`src/rtl/io_pkg.sv`:
```
// Shared IO definitions: debounce FSM states and default debounce length.
package io_pkg;

    typedef enum logic [1:0] {
        IDLE         = 2'd0,
        PRESS_WAIT   = 2'd1,
        HELD         = 2'd2,
        RELEASE_WAIT = 2'd3
    } deb_state_e;

    // About 0.4 ms at a 50 MHz CPU clock.
    localparam int unsigned DEBOUNCE_CYCLES_DEFAULT = 20000;

endpackage

```
`src/rtl/sync_2ff.sv`:
```
// Two-flop synchronizer for asynchronous level inputs, cleared to zero on reset.
module sync_2ff #(
    parameter int unsigned WIDTH = 1
) (
    input  logic             clk_i,
    input  logic             rst_i,
    input  logic [WIDTH-1:0] d_i,
    output logic [WIDTH-1:0] q_o
);

    logic [WIDTH-1:0] meta_q;
    logic [WIDTH-1:0] sync_q;

    // Two back-to-back flops; the output lags the input by exactly two edges.
    always_ff @(posedge clk_i or posedge rst_i) begin
        if (rst_i) begin
            meta_q <= '0;
            sync_q <= '0;
        end else begin
            meta_q <= d_i;
            sync_q <= meta_q;
        end
    end

    assign q_o = sync_q;

endmodule

```
`src/rtl/switch_input_conditioner.sv`:
```
// Board switch/enter-button front end: synchronizes raw inputs, debounces the
// enter button and captures a switch snapshot on each accepted press.
module switch_input_conditioner
    import io_pkg::*;
#(
    parameter int unsigned DEBOUNCE_CYCLES = DEBOUNCE_CYCLES_DEFAULT,
    parameter int unsigned CNT_W           = 16
) (
    input  logic        clk,
    input  logic        reset,
    input  logic [15:0] switch_raw,
    input  logic        enter_raw,
    input  logic        ack,
    output logic [15:0] switch_data,
    output logic        enter_pulse,
    output logic        data_valid,
    output logic        overrun
);

    localparam logic [CNT_W-1:0] CNT_LAST = CNT_W'(DEBOUNCE_CYCLES - 1);

    logic [15:0]      switch_sync;
    logic             enter_sync;

    deb_state_e       state_q, state_d;
    logic [CNT_W-1:0] count_q, count_d;
    logic             accept;

    logic [15:0]      switch_data_q, switch_data_d;
    logic             enter_pulse_q, enter_pulse_d;
    logic             data_valid_q, data_valid_d;
    logic             overrun_q, overrun_d;

    sync_2ff #(.WIDTH(16)) u_sync_switch (
        .clk_i (clk),
        .rst_i (reset),
        .d_i   (switch_raw),
        .q_o   (switch_sync)
    );

    sync_2ff #(.WIDTH(1)) u_sync_enter (
        .clk_i (clk),
        .rst_i (reset),
        .d_i   (enter_raw),
        .q_o   (enter_sync)
    );

    // Debounce state, counter and output registers.
    always_ff @(posedge clk or posedge reset) begin
        if (reset) begin
            state_q       <= IDLE;
            count_q       <= '0;
            switch_data_q <= '0;
            enter_pulse_q <= 1'b0;
            data_valid_q  <= 1'b0;
            overrun_q     <= 1'b0;
        end else begin
            state_q       <= state_d;
            count_q       <= count_d;
            switch_data_q <= switch_data_d;
            enter_pulse_q <= enter_pulse_d;
            data_valid_q  <= data_valid_d;
            overrun_q     <= overrun_d;
        end
    end

    // Next-state logic: a press is accepted only on the PRESS_WAIT->HELD edge.
    always_comb begin
        state_d = state_q;
        count_d = count_q;
        accept  = 1'b0;
        unique case (state_q)
            IDLE: begin
                if (enter_sync) begin
                    state_d = PRESS_WAIT;
                    count_d = '0;
                end
            end
            PRESS_WAIT: begin
                if (!enter_sync) begin
                    state_d = IDLE;
                end else if (count_q == CNT_LAST) begin
                    state_d = HELD;
                    accept  = 1'b1;
                end else begin
                    count_d = count_q + CNT_W'(1);
                end
            end
            HELD: begin
                if (!enter_sync) begin
                    state_d = RELEASE_WAIT;
                    count_d = '0;
                end
            end
            RELEASE_WAIT: begin
                if (enter_sync) begin
                    state_d = HELD;
                end else if (count_q == CNT_LAST) begin
                    state_d = IDLE;
                end else begin
                    count_d = count_q + CNT_W'(1);
                end
            end
            default: state_d = IDLE;
        endcase
    end

    // Capture, valid/ack handshake and sticky overrun; a new press wins over ack.
    always_comb begin
        enter_pulse_d = accept;
        switch_data_d = accept ? switch_sync : switch_data_q;
        data_valid_d  = data_valid_q;
        if (accept) begin
            data_valid_d = 1'b1;
        end else if (ack) begin
            data_valid_d = 1'b0;
        end
        overrun_d = overrun_q | (accept & data_valid_q & ~ack);
    end

    assign switch_data = switch_data_q;
    assign enter_pulse = enter_pulse_q;
    assign data_valid  = data_valid_q;
    assign overrun     = overrun_q;

endmodule

```
`config.mk`:
```
export PLATFORM = sky130hd
export DESIGN_NAME = switch_input_conditioner
export DESIGN_NICKNAME = d
export VERILOG_FILES = /design/src/rtl/io_pkg.sv /design/src/rtl/sync_2ff.sv /design/src/rtl/switch_input_conditioner.sv
export SDC_FILE = /design/constraint.sdc
export NUM_CORES = 1
export LEC_CHECK = 0
export ABC_AREA = 1
export ABC_CLOCK_PERIOD_IN_PS = 2200
export BUFFER_PORTS_ARGS = -buffer_cell sky130_fd_sc_hd__buf_2
export CAP_MARGIN = 0
export CORE_UTILIZATION = 50
export CTS_CLUSTER_DIAMETER = 40
export CTS_CLUSTER_SIZE = 20
export DETAILED_ROUTE_END_ITERATION = 10
export PLACE_DENSITY_LB_ADDON = 0.25
export SYNTH_ARGS = -nofsm -noshare
export SYNTH_HDL_FRONTEND = slang
export SYNTH_HIERARCHICAL = 1
export SYNTH_SLANG_ARGS = --single-unit
```
`constraint.sdc`:
```
create_clock -name clk -period 2.2 [get_ports clk]
set_clock_uncertainty 0.1 [all_clocks]
set_input_delay 0.44 -clock clk [delete_from_list [all_inputs] [get_ports clk]]
set_output_delay 0.44 -clock clk [all_outputs]
set_load 0.005 [all_outputs]
```
# Yosys cells after proc, flatten, opt, wreduce, memory -nomap -nowiden

Index checks and enable logic that the tools add are counted.

Bits of input ports: 20
Register bits: 71
Output and inout port bits: 19
Word-level logic and storage cells: 47

Muxes and demuxes: 18
Eq/ne operators: 10
Reduce and logical (&&, ||, !) cells: 4
Bitwise logic cells: 4
$add $sub $neg: 1

Operators with widths:

| cell                  | number |
|---|---|
| $mux 16               | 5 |
| $pmux 16 s4           | 1 |
| $add 16x1->16 const B | 1 |
| $eq 16x15->1 const B  | 1 |
| $mux 2                | 6 |
| $pmux 2 s4            | 1 |
| $reduce_and 4->1      | 2 |
| $mux 1                | 5 |
| $eq 2x2->1 const B    | 2 |
| $ne 2x1->1 const B    | 2 |
| $ne 2x2->1 const B    | 2 |
| $ne 3x2->1 const B    | 1 |
| $ne 3x3->1 const B    | 1 |
| $and 1x1->1           | 2 |
| $eq 2x1->1 const B    | 1 |
| $logic_not 2->1       | 1 |
| $reduce_bool 2->1     | 1 |
| $not 1->1             | 1 |
| $or 1x1->1            | 1 |

# Longest topological paths before layout

Word-level depth: 7
Depth in mapped cells: 9
Gate-level depth less buffers: 8

# Modules after synthesis

Netlist, hierarchy kept.

By module, submodules not included:

| module                    | cells an instance | area an instance (um^2) | times used | sequential area each (um^2) |
|---|---|---|---|---|
| switch_input_conditioner  | 260               | 1990.7                  | 1          | 925.9 |
| sync_2ff at u_sync_switch | 33                | 804.5                   | 1          | 800.8 |
| sync_2ff at u_sync_enter  | 3                 | 53.8                    | 1          | 50.0 |

# Worst setup path after synthesis

OpenSTA, ideal clock, no wires.

Path type: register to register
From: register count_q[0]
To: register switch_data_q[0] (netlist: switch_data[0])
Path buffers: 1
Data required time: 1.983 ns
Setup slack: 0.602 ns
Data arrival time: 1.381 ns
Stages on the path, launching flop included: 10
Cells stage by stage: dfrtp_1 > ha_1 > nand2_2 > inv_1 > nand4_4 > nor2_8 > nand2_4 > buf_6 > nand2_1 > nand2_1

Longest elaborated chain between the ends: 4

RTL lines:

| item                   | line                           | source |
|---|---|---|
| from (decl)            | switch_input_conditioner.sv:26 | `logic [CNT_W-1:0] count_q, count_d;` |
| from (signal assigned) | switch_input_conditioner.sv:59 | `count_q <= count_d;` |
| $eq 16x15->1           | switch_input_conditioner.sv:82 | `end else if (count_q == CNT_LAST) begin` |
| $mux 1                 | switch_input_conditioner.sv:82 |  |
| $mux 1                 | switch_input_conditioner.sv:80 | `if (!enter_sync) begin` |
| $mux 1                 | switch_input_conditioner.sv:72 | `unique case (state_q)` |
| to (signal assigned)   | switch_input_conditioner.sv:60 | `switch_data_q <= switch_data_d;` |
| to (decl)              | switch_input_conditioner.sv:29 | `logic [15:0] switch_data_q, switch_data_d;` |

Every way passes these cells.
A chain may end at the register's enable or synchronous reset.

# Worst setup path after layout

From: register count_q[0]
To: register count_q[6]

Longest elaborated chain between the ends: 4
Elaborated cells between the ends (all ways): 6
Classes of those cells: 1 x add/sub; 1 x eq/ne; 4 x mux

RTL lines:

| item                                          | line |
|---|---|
| $add 16x1->16 or $eq 16x15->1 (tied branches) | n/a |
| $mux 16 *                                     | switch_input_conditioner.sv:82, switch_input_conditioner.sv:98 |
| $mux 16, on equally long branches             | switch_input_conditioner.sv:96, switch_input_conditioner.sv:80 |
| $pmux 16 s4 *                                 | switch_input_conditioner.sv:72 |

Mark *: on every way between the ends. The rest lies on a longest branch, timed or not. The select of a mux whose other input is x is not followed.

==> results list <==
- Detailed-routed wire length on met2: 2470 um
- In the final layout, the share of cells above drive strength 1 is 20.2%.
* Cells taking the most area after synthesis: sky130_fd_sc_hd__dfrtp_1 (62%), sky130_fd_sc_hd__nand2_1 (12%), sky130_fd_sc_hd__nand3_1 (6.0%)
* Share of power burned in the clock network: 44.5%
- Start point of the critical path: count_q[0]
* Antenna Diode Count: 0
- Remaining global-route overflow: 0
- The final-report max-slew violation count was 0.
- Level count of the clock H-tree: 3
- No sink is reached through more buffers than the 2 on the longest clock path.
* Initial core utilization: 51.7%
- Clk sink count: 71
- Filler cell count in the final layout: 473
* Number of failing setup endpoints in the final timing report: 0
- Counting the buffers created by CTS gives 9.
- Buffers placed on the I/O ports in this run total 38.
- The first routing iteration left 87 violations.
- Routed signal wires occupy layers up through met4.
* Net switching power of the design: 0.562 mW
- Counting flops and latches in the post-synthesis netlist gives 71.
- Y dimension of the die: 77.5 um
- Final Routed Wirelength: 5050 um
- Grouping stages by cell kind, the critical path spends the most delay in simple AND/OR/NAND/NOR gates.
- At the end of routability-driven placement, the weighted congestion stood at 0.856.
- Distinct cell type count after synthesis: 26
- Site row count: 27
* Router iterations before antenna repair: 4
- Detailed placement finished with a half-perimeter wire length of 3580 um.
- Largest net degree at the start of global routing: 38
* Via count: 2,067
- The worst path uses 81.5% of the clock period.
- Area fraction of the dominant cell type after synthesis: 62.4%
- For the pin with the worst max-slew slack, the measured transition is 457 ps.
- At the worst endpoint, the required time is 2330 ps.
- The worst setup path is launched from a register.
- Most common cell after layout, fill and taps aside: sky130_fd_sc_hd__nand2_1
- Total power divided by cell area: 780 nW/um^2
* Startpoint of the most critical register-to-register path: count_q[0]
* VDD IR max: 0.000764 V
- Crit end category: register
- Clock latency at the later pin of the worst-skew pair: 340 ps
- In this run the worst hold path is classified as input port to register.
* LEAKAGE: 1.72 nW
- The number of cells on the worst reg-to-reg path is 9.
- Die Footprint: 6000 um^2
- The number of buffers and inverters on the critical path is 2.
* Count of cell instances traversed by the critical path: 9
* Number of standard cells after synthesis: 296
- Relative contribution of combinational cells to total power: 3.2%
- The cell that appears most often on the critical path is sky130_fd_sc_hd__nand2_1.
* Number of global-route vias before repair: 2,067
- After detailed routing, the number of remaining DRC violations is 0.
* TritonCTS clock tree: built
- Clock root buffer: sky130_fd_sc_hd__clkbuf_8
- The cell area that synthesis handed to floorplanning was 2850 um^2.
- The worst register-to-register path ends at count_q[6].
- Layout-stage area growth over the synthesis result: 17.5%
- Mean instance size in the synthesized netlist: 9.62 um^2
- The Yosys step of the flow raised 6 warnings.
* Cell taking the most area after synthesis: sky130_fd_sc_hd__dfrtp_1
* Critical-path cell with the highest stage delay: sky130_fd_sc_hd__dfrtp_1
- Initial antenna violation count: 0
* M1 WL: 2160 um
- Standard cell core area: 5510 um^2
- Headroom to the max-slew limit came out at 69.5%.
* Wirelength per Cell: 12.0 um
- The first global-routing pass estimated 8980 um of wire.
- Die width: 77.5 um
- In this run the remaining antenna-violating nets after routing total 0.
- Setup repair after global routing left no endpoint under its margin.
* Minimum period implied by the final worst setup slack: 1790 ps
* Fraction of the yosys area taken by sequential cells: 62.4%
- Clock-pin slew reported for the worst setup and hold paths after clock tree synthesis: 80 ps
* Cells along the critical path: ha_1, nand2_2, nor2_4, nand3_1, o21bai_2, buf_4, inv_1, nand2_1, nand2_1
- Run status: completed
- The routed design uses 296 um of met3 wire.
- Across the run, the number of max-cap violations was 0.
- The critical path in this run is classified as register to register.
- Internal cell power: 2.05 mW
- When the netlist entered floorplanning its net count stood at 317.
- Static timing analysis puts the maximum clock frequency at 558 MHz.
* Maximum fanout encountered on the critical timing path: 14
- Vias/cell: 4.93
- Final nets: 363
- Across all hold checks on the routed design, the worst slack comes to 99.5 ps.
* Sequential power share: 52.2%
* Overall routing resource usage: 19.7%
* Capturing instance or port of the critical path: count_q[6]
- Switching fraction of total power: 21.5%
- Arrival time at the worst endpoint: 1920 ps
* Maximum single-stage delay on the critical path: 420 ps
* Hold Vio Cnt, Final: 0
* Top library cells by usage in the layout, fill and taps aside: sky130_fd_sc_hd__nand2_1 (88), sky130_fd_sc_hd__dfrtp_1 (71), sky130_fd_sc_hd__buf_2 (38), sky130_fd_sc_hd__nand3_1 (34), sky130_fd_sc_hd__nor2_1 (30)
* Count of cells resized by post-cts repair: 0
* Count of pins on the block boundary: 39
- Setup slack on the worst reg-to-reg path comes out at 410 ps.
* Setup TNS: 0 ps
[timing repair]
action                                 4_1_cts  5_1_grt
hold buffers                                 1        0
buffers inserted                             0        0
endpoints found under the hold margin        2        0
[synthesized netlist by cell type]
cell type,instances
sky130_fd_sc_hd__nand2_1,88
sky130_fd_sc_hd__nand3_1,34
sky130_fd_sc_hd__xnor2_1,1
sky130_fd_sc_hd__buf_6,2
sky130_fd_sc_hd__nor3_1,2
sky130_fd_sc_hd__inv_2,1
sky130_fd_sc_hd__nand4_4,1
sky130_fd_sc_hd__o21bai_2,1
sky130_fd_sc_hd__buf_4,2
sky130_fd_sc_hd__xor2_1,2
sky130_fd_sc_hd__clkbuf_1,3
sky130_fd_sc_hd__ha_1,1
sky130_fd_sc_hd__nand2_4,1
sky130_fd_sc_hd__or2_2,1
sky130_fd_sc_hd__nand4_1,7
sky130_fd_sc_hd__inv_1,23
sky130_fd_sc_hd__dfrtp_1,71
sky130_fd_sc_hd__nor2_1,30
sky130_fd_sc_hd__o21bai_1,2
sky130_fd_sc_hd__nand3_2,1
sky130_fd_sc_hd__nand2_2,1
sky130_fd_sc_hd__nor2_4,1
sky130_fd_sc_hd__nor3_2,1
sky130_fd_sc_hd__buf_2,2
sky130_fd_sc_hd__o21ai_0,15
sky130_fd_sc_hd__nor2_8,2
[power by group through the flow]
stage / Clock, mW / Sequential [mW] / Combinational (mW)
after floorplan: 0 / 1.38 / 0.0552
after global placement: 0 / 1.39 / 0.0834
after detailed placement: 0 / 1.39 / 0.0857
after CTS: 1.19 / 1.36 / 0.0872
after global routing: 1.24 / 1.37 / 0.0980
final: 1.16 / 1.36 / 0.0845
[through the flow]
step | area, um^2 | total power [mW] | cells | setup WS, ps | utilization [%]
floorplan | 2850 | 1.44 | 296 | 602 | -
global placement | 3110 | 1.47 | 402 | 456 | 56.4
detailed placement | 3110 | 1.47 | 402 | 419 | 56.4
CTS | 3350 | 2.64 | 419 | 407 | 60.8
global route | 3350 | 2.71 | 419 | 235 | 60.8
finish | 3350 | 2.61 | 419 | 407 | 60.8
[how the worst min path moves through the flow]
stage | start | cells past startpoint | to | slack, ps
after floorplan | reset | 1 | u_sync_enter/meta_q | 80
after global placement | reset | 2 | u_sync_enter/meta_q | 210
after detailed placement | reset | 2 | u_sync_enter/meta_q | 220
after CTS | switch_raw[7] | 1 | u_sync_switch/meta_q[7] | 80
after global routing | switch_raw[6] | 1 | u_sync_switch/meta_q[6] | 80
final | switch_raw[7] | 1 | u_sync_switch/meta_q[7] | 100
[cell type report]
| cell class | instances | area, um^2 | area share (%) |
|---|---|---|---|
| clock buffer | 10 | 138 | 4.11 |
| clock inverter | 6 | 91.3 | 2.73 |
| inverter | 24 | 90.1 | 2.69 |
| multi-input combinational | 192 | 923 | 27.6 |
| sequential | 71 | 1780 | 53.1 |
| tap | 72 | 90.1 | 2.69 |
| timing repair buffer | 44 | 238 | 7.10 |
[cell families (layout without fill, tap and decap cells)]
kind of cell	after synthesis	after routing	share of synthesized area, %
fa+ha+maj	1	1	0.439
compound gates	18	18	3.56
simple gates	170	170	27.5
xor+xnor	3	3	0.922
buf+inv	33	84	5.23
flops	71	71	62.4
[worst reg2reg max path, cell delays in order, from the launching register on]
cell	delay, ps
sky130_fd_sc_hd__dfrtp_1	420
sky130_fd_sc_hd__ha_1	210
sky130_fd_sc_hd__nand2_2	90
sky130_fd_sc_hd__nor2_4	160
sky130_fd_sc_hd__nand3_1	130
sky130_fd_sc_hd__o21bai_2	160
sky130_fd_sc_hd__buf_4	200
sky130_fd_sc_hd__inv_1	100
sky130_fd_sc_hd__nand2_1	60
sky130_fd_sc_hd__nand2_1	50
[metal layers]
metal  up-vias  global-route usage, %
li1       1030                      -
met1       957                   22.4
met2        66                   33.2
met3        14                   5.53
met4         0                   11.7
met5         -                      0
[flip-flops by register name, indices dropped and copies added (netlist names), named ones only]
signal / flops
count_q: 16
data_valid: 1
enter_pulse: 1
overrun: 1
state_q: 1
switch_data: 16
u_sync_enter/meta_q: 1
u_sync_enter/q_o: 1
u_sync_switch/meta_q: 16
u_sync_switch/q_o: 16
(Power assumes the default switching activity.)
